`src/rtl/logic_function_unit.sv`:
```
// logic_function_unit: evaluates eight Boolean functions of a WIDTH-bit operand,
// with a button-stepped mode selector and a built-in truth-table sweep that
// cross-checks the reduction datapath against an independent reference.
module logic_function_unit #(
  parameter int WIDTH           = 3,
  parameter int THRESH          = 2,
  parameter int DEBOUNCE_CYCLES = 16
) (
  input  logic                       clock,
  input  logic                       reset,
  input  logic [WIDTH-1:0]           in_bits,
  input  logic                       en,
  input  logic                       mode_step,
  input  logic                       sweep_start,
  input  logic                       check_invert,
  output logic [7:0]                 out_vec,
  output logic                       out_bit,
  output logic [2:0]                 mode,
  output logic [$clog2(WIDTH+1)-1:0] ones_count,
  output logic                       sweep_busy,
  output logic                       sweep_done,
  output logic                       sweep_fail
);

  localparam int CNT_W = $clog2(WIDTH + 1);
  localparam int DB_W  = $clog2(DEBOUNCE_CYCLES + 1);

  typedef logic [WIDTH-1:0] op_t;
  typedef enum logic [1:0] {IDLE = 2'd0, SWEEP = 2'd1, DONE = 2'd2} state_e;

  // Control bit positions inside the synchronizer vector.
  localparam int C_EN   = 0;
  localparam int C_STEP = 1;
  localparam int C_SWP  = 2;
  localparam int C_INV  = 3;

  // Ones count of a minterm index; used only with loop constants, so it folds away.
  function automatic int popcount_int(input int unsigned v);
    int n;
    n = 0;
    for (int i = 0; i < WIDTH; i++) begin
      if (v[i]) n++;
    end
    return n;
  endfunction

  op_t                  bits_s1_q, bits_s2_q;
  logic [3:0]           ctl_s1_q, ctl_s2_q;
  logic [1:0]           db_raw;
  logic [1:0]           db_level_q, db_level_d;
  logic [1:0]           db_pulse_q, db_pulse_d;
  logic [1:0][DB_W-1:0] db_cnt_q, db_cnt_d;
  logic [2:0]           mode_q, mode_d;
  state_e               state_q, state_d;
  op_t                  cnt_q, cnt_d;
  logic                 fail_q, fail_d;
  op_t                  operand;
  logic [CNT_W-1:0]     ones;
  logic [7:0]           func_vec;
  logic [7:0]           ref_vec;
  logic                 ref_maj, ref_one, ref_thr;
  logic                 mismatch;
  logic                 gate;
  logic [7:0]           out_vec_q, out_vec_d;
  logic                 out_bit_q, out_bit_d;
  logic [CNT_W-1:0]     ones_q;
  logic                 busy;

  assign busy   = (state_q == SWEEP);
  assign db_raw = {ctl_s2_q[C_SWP], ctl_s2_q[C_STEP]};

  // Two-flop synchronizers for every asynchronous input.
  // NOTE: sequential state uses non-blocking assignments so all flops sample pre-edge values together.
  always_ff @(posedge clock or negedge reset) begin
    if (!reset) begin
      bits_s1_q <= '0;
      bits_s2_q <= '0;
      ctl_s1_q  <= '0;
      ctl_s2_q  <= '0;
    end else begin
      bits_s1_q <= in_bits;
      bits_s2_q <= bits_s1_q;
      ctl_s1_q  <= {check_invert, sweep_start, mode_step, en};
      ctl_s2_q  <= ctl_s1_q;
    end
  end

  // Debounce both buttons: flip the level after DEBOUNCE_CYCLES consecutive differing samples.
  // NOTE: every always_comb output gets a default first, so no path can infer a latch.
  always_comb begin
    db_level_d = db_level_q;
    db_cnt_d   = db_cnt_q;
    db_pulse_d = '0;
    for (int b = 0; b < 2; b++) begin
      if (db_raw[b] != db_level_q[b]) begin
        if (db_cnt_q[b] == DB_W'(DEBOUNCE_CYCLES - 1)) begin
          db_level_d[b] = db_raw[b];
          db_cnt_d[b]   = '0;
          db_pulse_d[b] = db_raw[b];
        end else begin
          db_cnt_d[b] = db_cnt_q[b] + DB_W'(1);
        end
      end else begin
        db_cnt_d[b] = '0;
      end
    end
  end

  // Debounce state registers; the pulse is high for the one cycle after a rising flip.
  always_ff @(posedge clock or negedge reset) begin
    if (!reset) begin
      db_level_q <= '0;
      db_pulse_q <= '0;
      db_cnt_q   <= '0;
    end else begin
      db_level_q <= db_level_d;
      db_pulse_q <= db_pulse_d;
      db_cnt_q   <= db_cnt_d;
    end
  end

  // Datapath: the sweep counter replaces the live operand while sweeping.
  always_comb begin
    operand = busy ? cnt_q : bits_s2_q;
    ones    = '0;
    for (int i = 0; i < WIDTH; i++) begin
      ones = ones + CNT_W'(operand[i]);
    end
    func_vec[0] = &operand;
    func_vec[1] = |operand;
    func_vec[2] = ^operand;
    func_vec[3] = |(~operand);
    func_vec[4] = &(~operand);
    func_vec[5] = (32'(ones) << 1) > 32'(WIDTH);
    func_vec[6] = (ones == CNT_W'(1));
    func_vec[7] = (ones >= CNT_W'(THRESH));
  end

  // Reference: count-based for the reductions, sum of minterms for modes 5-7.
  always_comb begin
    ref_maj = 1'b0;
    ref_one = 1'b0;
    ref_thr = 1'b0;
    for (int m = 0; m < (1 << WIDTH); m++) begin
      if (operand == op_t'(m)) begin
        ref_maj = ref_maj | (2 * popcount_int(m) > WIDTH);
        ref_one = ref_one | (popcount_int(m) == 1);
        ref_thr = ref_thr | (popcount_int(m) >= THRESH);
      end
    end
    ref_vec[0] = (ones == CNT_W'(WIDTH));
    ref_vec[1] = (ones != '0);
    ref_vec[2] = ones[0];
    ref_vec[3] = !(ones == CNT_W'(WIDTH));
    ref_vec[4] = !(ones != '0);
    ref_vec[5] = ref_maj;
    ref_vec[6] = ref_one;
    ref_vec[7] = ref_thr;
    ref_vec    = ref_vec ^ {8{ctl_s2_q[C_INV]}};
    mismatch   = |(func_vec ^ ref_vec);
  end

  // Sweep FSM next state, counter and sticky fail flag.
  always_comb begin
    state_d = state_q;
    cnt_d   = cnt_q;
    fail_d  = fail_q;
    case (state_q)
      IDLE, DONE: begin
        if (db_pulse_q[1]) begin
          state_d = SWEEP;
          cnt_d   = '0;
          fail_d  = 1'b0;
        end
      end
      SWEEP: begin
        if (mismatch) fail_d = 1'b1;
        if (cnt_q == '1) state_d = DONE;
        else             cnt_d   = cnt_q + op_t'(1);
      end
      default: state_d = IDLE;
    endcase
  end

  // Mode stepping (locked during a sweep) and gated output register inputs.
  always_comb begin
    mode_d    = (db_pulse_q[0] && !busy) ? mode_q + 3'd1 : mode_q;
    gate      = ctl_s2_q[C_EN] | busy;
    out_vec_d = gate ? func_vec : '0;
    out_bit_d = gate & func_vec[mode_q];
  end

  // Control and output registers.
  always_ff @(posedge clock or negedge reset) begin
    if (!reset) begin
      state_q   <= IDLE;
      cnt_q     <= '0;
      fail_q    <= 1'b0;
      mode_q    <= '0;
      out_vec_q <= '0;
      out_bit_q <= 1'b0;
      ones_q    <= '0;
    end else begin
      state_q   <= state_d;
      cnt_q     <= cnt_d;
      fail_q    <= fail_d;
      mode_q    <= mode_d;
      out_vec_q <= out_vec_d;
      out_bit_q <= out_bit_d;
      ones_q    <= ones;
    end
  end

  assign out_vec    = out_vec_q;
  assign out_bit    = out_bit_q;
  assign mode       = mode_q;
  assign ones_count = ones_q;
  assign sweep_busy = busy;
  assign sweep_done = (state_q == DONE);
  assign sweep_fail = fail_q;

endmodule

```
`config.mk`:
```
export PLATFORM = sky130hd
export DESIGN_NAME = logic_function_unit
export DESIGN_NICKNAME = d
export VERILOG_FILES = /design/src/rtl/logic_function_unit.sv
export SDC_FILE = /design/constraint.sdc
export NUM_CORES = 1
export LEC_CHECK = 0
export CAP_MARGIN = 20
export CORE_UTILIZATION = 53
export DETAILED_ROUTE_END_ITERATION = 6
export MAX_ROUTING_LAYER = met4
export PLACE_DENSITY = 0.81
export SYNTH_ARGS = -nofsm -noshare
export SYNTH_HDL_FRONTEND = slang
export SYNTH_SLANG_ARGS = --single-unit
```
`constraint.sdc`:
```
create_clock -name clock -period 2.9 [get_ports clock]
set_input_delay 0.29 -clock clock [delete_from_list [all_inputs] [get_ports clock]]
set_output_delay 0.29 -clock clock [all_outputs]
set_load 0.005 [all_outputs]
```
==> run metrics <==
Die Span Y 61.4 µm; Mapped Nets 162; r2r worst-path depth 9; port bufs 25; I/O pin count 26; DRT Pass-1 Iters 4; Syn Inst Count 146; initial antenna violation count 0; synth top area cells dfrtp_1 63%, ha_1 4.7%, xnor2_1 3.3%, nor2_1 2.6%, mux2_2 2.4%; Vias/cell 5.29; initial DRC count 52; vias in the first global route 1144; LEAKAGE 1.02 nW; RSZ-0062 raised after global routing no; WL met2 1.51 mm; CTS sink cnt 47; worst min-delay path class in2async; final hold viol count 0; largest net degree at the start of global routing 48; met3 wire len 142 µm; #FFs+latches synth 47; status finished, final reports clean; dpl hpwl 2.22 mm; Clock Path Buffers 2; Critical Path AT 2.84 ns; CTS Root Cell clkbuf_4; GRT overflow 0; post-placement cell count 215; Synth top area share 63.0%; Crit Path Max Fanout 8; crit path kind reg2reg; peak supply drop 0.314 mV; share of cells above drive strength 1 12.8%; Routed met1 length 1.30 mm; diode count 0; All-Layer GR Usage 19.7%; Reg-to-Reg Start state_q[1]; clock-pin slew of the registers on the worst-case setup and hold paths 0.13 ns; Power Density 526 nW/µm²; Routed WL per cell 13.5 µm; number of clock buffers inserted by TritonCTS 5; period utilisation layout 89.8%; number of routed nets with antenna violations 0; Initial Util 55.5%; Final setup violation count 0; Max Fclk 384 MHz; Unique masters post-synth 34; residual DRC count 0; Worst Hold Slack 0.285 ns; clk_lat worst skew 0.36 ns; Worst Max-Slew Pin Slew 0.543 ns; Yosys top cell by area dfrtp_1; die area 3770 µm²; clock skew 0.00750 ns; worst reg-to-reg setup slack 0.30 ns; Routed WL 3.04 mm; Slew Viols, Final 0; standard-cell rows 21; fin crit period 2.60 ns; yosys synthesis warning count 0; Syn-to-layout area delta 21.4%; synthesized area per cell 12.8 µm²; Mapped Area 1870 µm²; startpoint types flip-flop; core area 3360 µm²; Highest Signal Layer met4; TNS Setup 0 ns; CTS tree built; die width 61.4 µm; Worst EP required 3.13 ns; Max Cap Viol 0; final non-filler cell total 225; first-pass GRT wire length 5.02 mm; nature of the critical path endpoint flip-flop; Seq/Total Area, Yosys 63.0%; Worst slew margin 63.7%; Worst R2R End out_bit; final net count 194; GP Congestion 0.947; via count 1191; CTS H-tree lvls 2
critical path: stages, from the launching register on:
cell and delay, ns:
dfrtp_1 0.43, nand2b_1 0.37, inv_6 0.21, mux2i_1 0.29
ha_1 0.23, inv_1 0.05, a2111oi_1 0.44, a311oi_1 0.12
a211o_1 0.26, o41ai_1 0.08
sequential cells by signal, summed over array words and instances, names as in the netlist, 3 cells and up:
register / flops
db_cnt_q: 10
out_vec: 7
bits_s1_q: 3
bits_s2_q: 3
mode: 3
ctl_s2_q: 4
cnt_q: 3
ctl_s1_q: 4
per-stage QoR:
| step | worst slack (ns) | instance area, µm² | util (%) | total power [W] |
|---|---|---|---|---|
| global placement | 0.622 | 2150 | 64.0 | 0.000798 |
| detailed placement | 0.410 | 2150 | 64.0 | 0.000803 |
| CTS | 0.380 | 2240 | 66.6 | 0.00120 |
| finish | 0.297 | 2270 | 67.4 | 0.00119 |
| floorplan | 0.852 | 1870 | - | 0.000750 |
| global route | 0.136 | 2270 | 67.4 | 0.00125 |
cells in the final DEF, fill, tap and decap left out, types with 2 or more instances in the layout:
master	count
nor2_1	13
nor2b_1	3
clkdlybuf4s50_1	24
dfrtp_1	47
a311oi_1	3
clkbuf_4	5
inv_1	9
nand3_1	5
xnor2_1	7
ha_1	7
nor3b_1	5
a21oi_2	2
mux2_2	4
o21ai_0	3
nand2_1	12
a21oi_1	6
final cells by class:
| cell class | count | area, µm² |
|---|---|---|
| clock buffer | 6 | 51.3 |
| multi-input combinational | 86 | 627 |
| timing repair buffer | 27 | 275 |
| fill | 266 | 1090 |
| tap | 46 | 57.6 |
| sequential | 47 | 1180 |
| inverter | 11 | 46.3 |
| clock inverter | 2 | 35.0 |
worst max path at each step:
stage	start	endpoint	slack (ns)	cells past startpoint
global placement	state_q[1]	out_bit	0.62	9
detailed placement	state_q[1]	out_bit	0.41	9
global route	state_q[1]	out_bit	0.14	9
CTS	state_q[1]	out_bit	0.38	9
floorplan	state_q[1]	out_bit	0.85	10
finish	state_q[1]	out_bit	0.30	9
logic make-up (layout without fill, tap and decap cells):
family	Yosys count	count (layout)	synth area share [%]
buffers and inverters	13	46	3.48
xor gates and xnor gates	8	8	3.75
adders and majority gates	7	7	4.69
AOI/OAI and AO/OA	21	21	8.91
and+or+nand+nor	44	44	12.1
DFF	47	47	63.0
muxes	6	6	4.15
cells in the mapped netlist, drive strengths merged:
cell,n
nor3b,5
nand4b,1
nand2b,1
a22o,1
nor2b,3
mux2i,2
nor4b,1
o41ai,1
nor3,1
o21ai,3
dfrtp,47
xor2,1
and4b,1
a31oi,1
buf,2
inv,11
a311oi,4
nor2,13
a2111oi,1
ha,7
nand2,12
a31o,1
nand3,5
mux2,4
a21oi,8
a211o,1
and3b,1
xnor2,7
metal layers:
metal / up-vias / track usage (%)
met5: - / -
met4: 0 / 13.0
met3: 12 / 5.46
met2: 44 / 30.0
met1: 569 / 23.0
li1: 566 / -
power by group:
group          switching, W   total, W  internal (W)
clock              0.000195   0.000399      0.000204
combinational     0.0000439  0.0000974     0.0000535
sequential        0.0000149   0.000697      0.000682
timing repair:
action	in CTS	in global routing
buffers inserted	0	0
resized for setup	0	0
hold endpoints to repair	0	6
hold buffers	0	1
No activity file was read; power rests on OpenSTA's default activity.
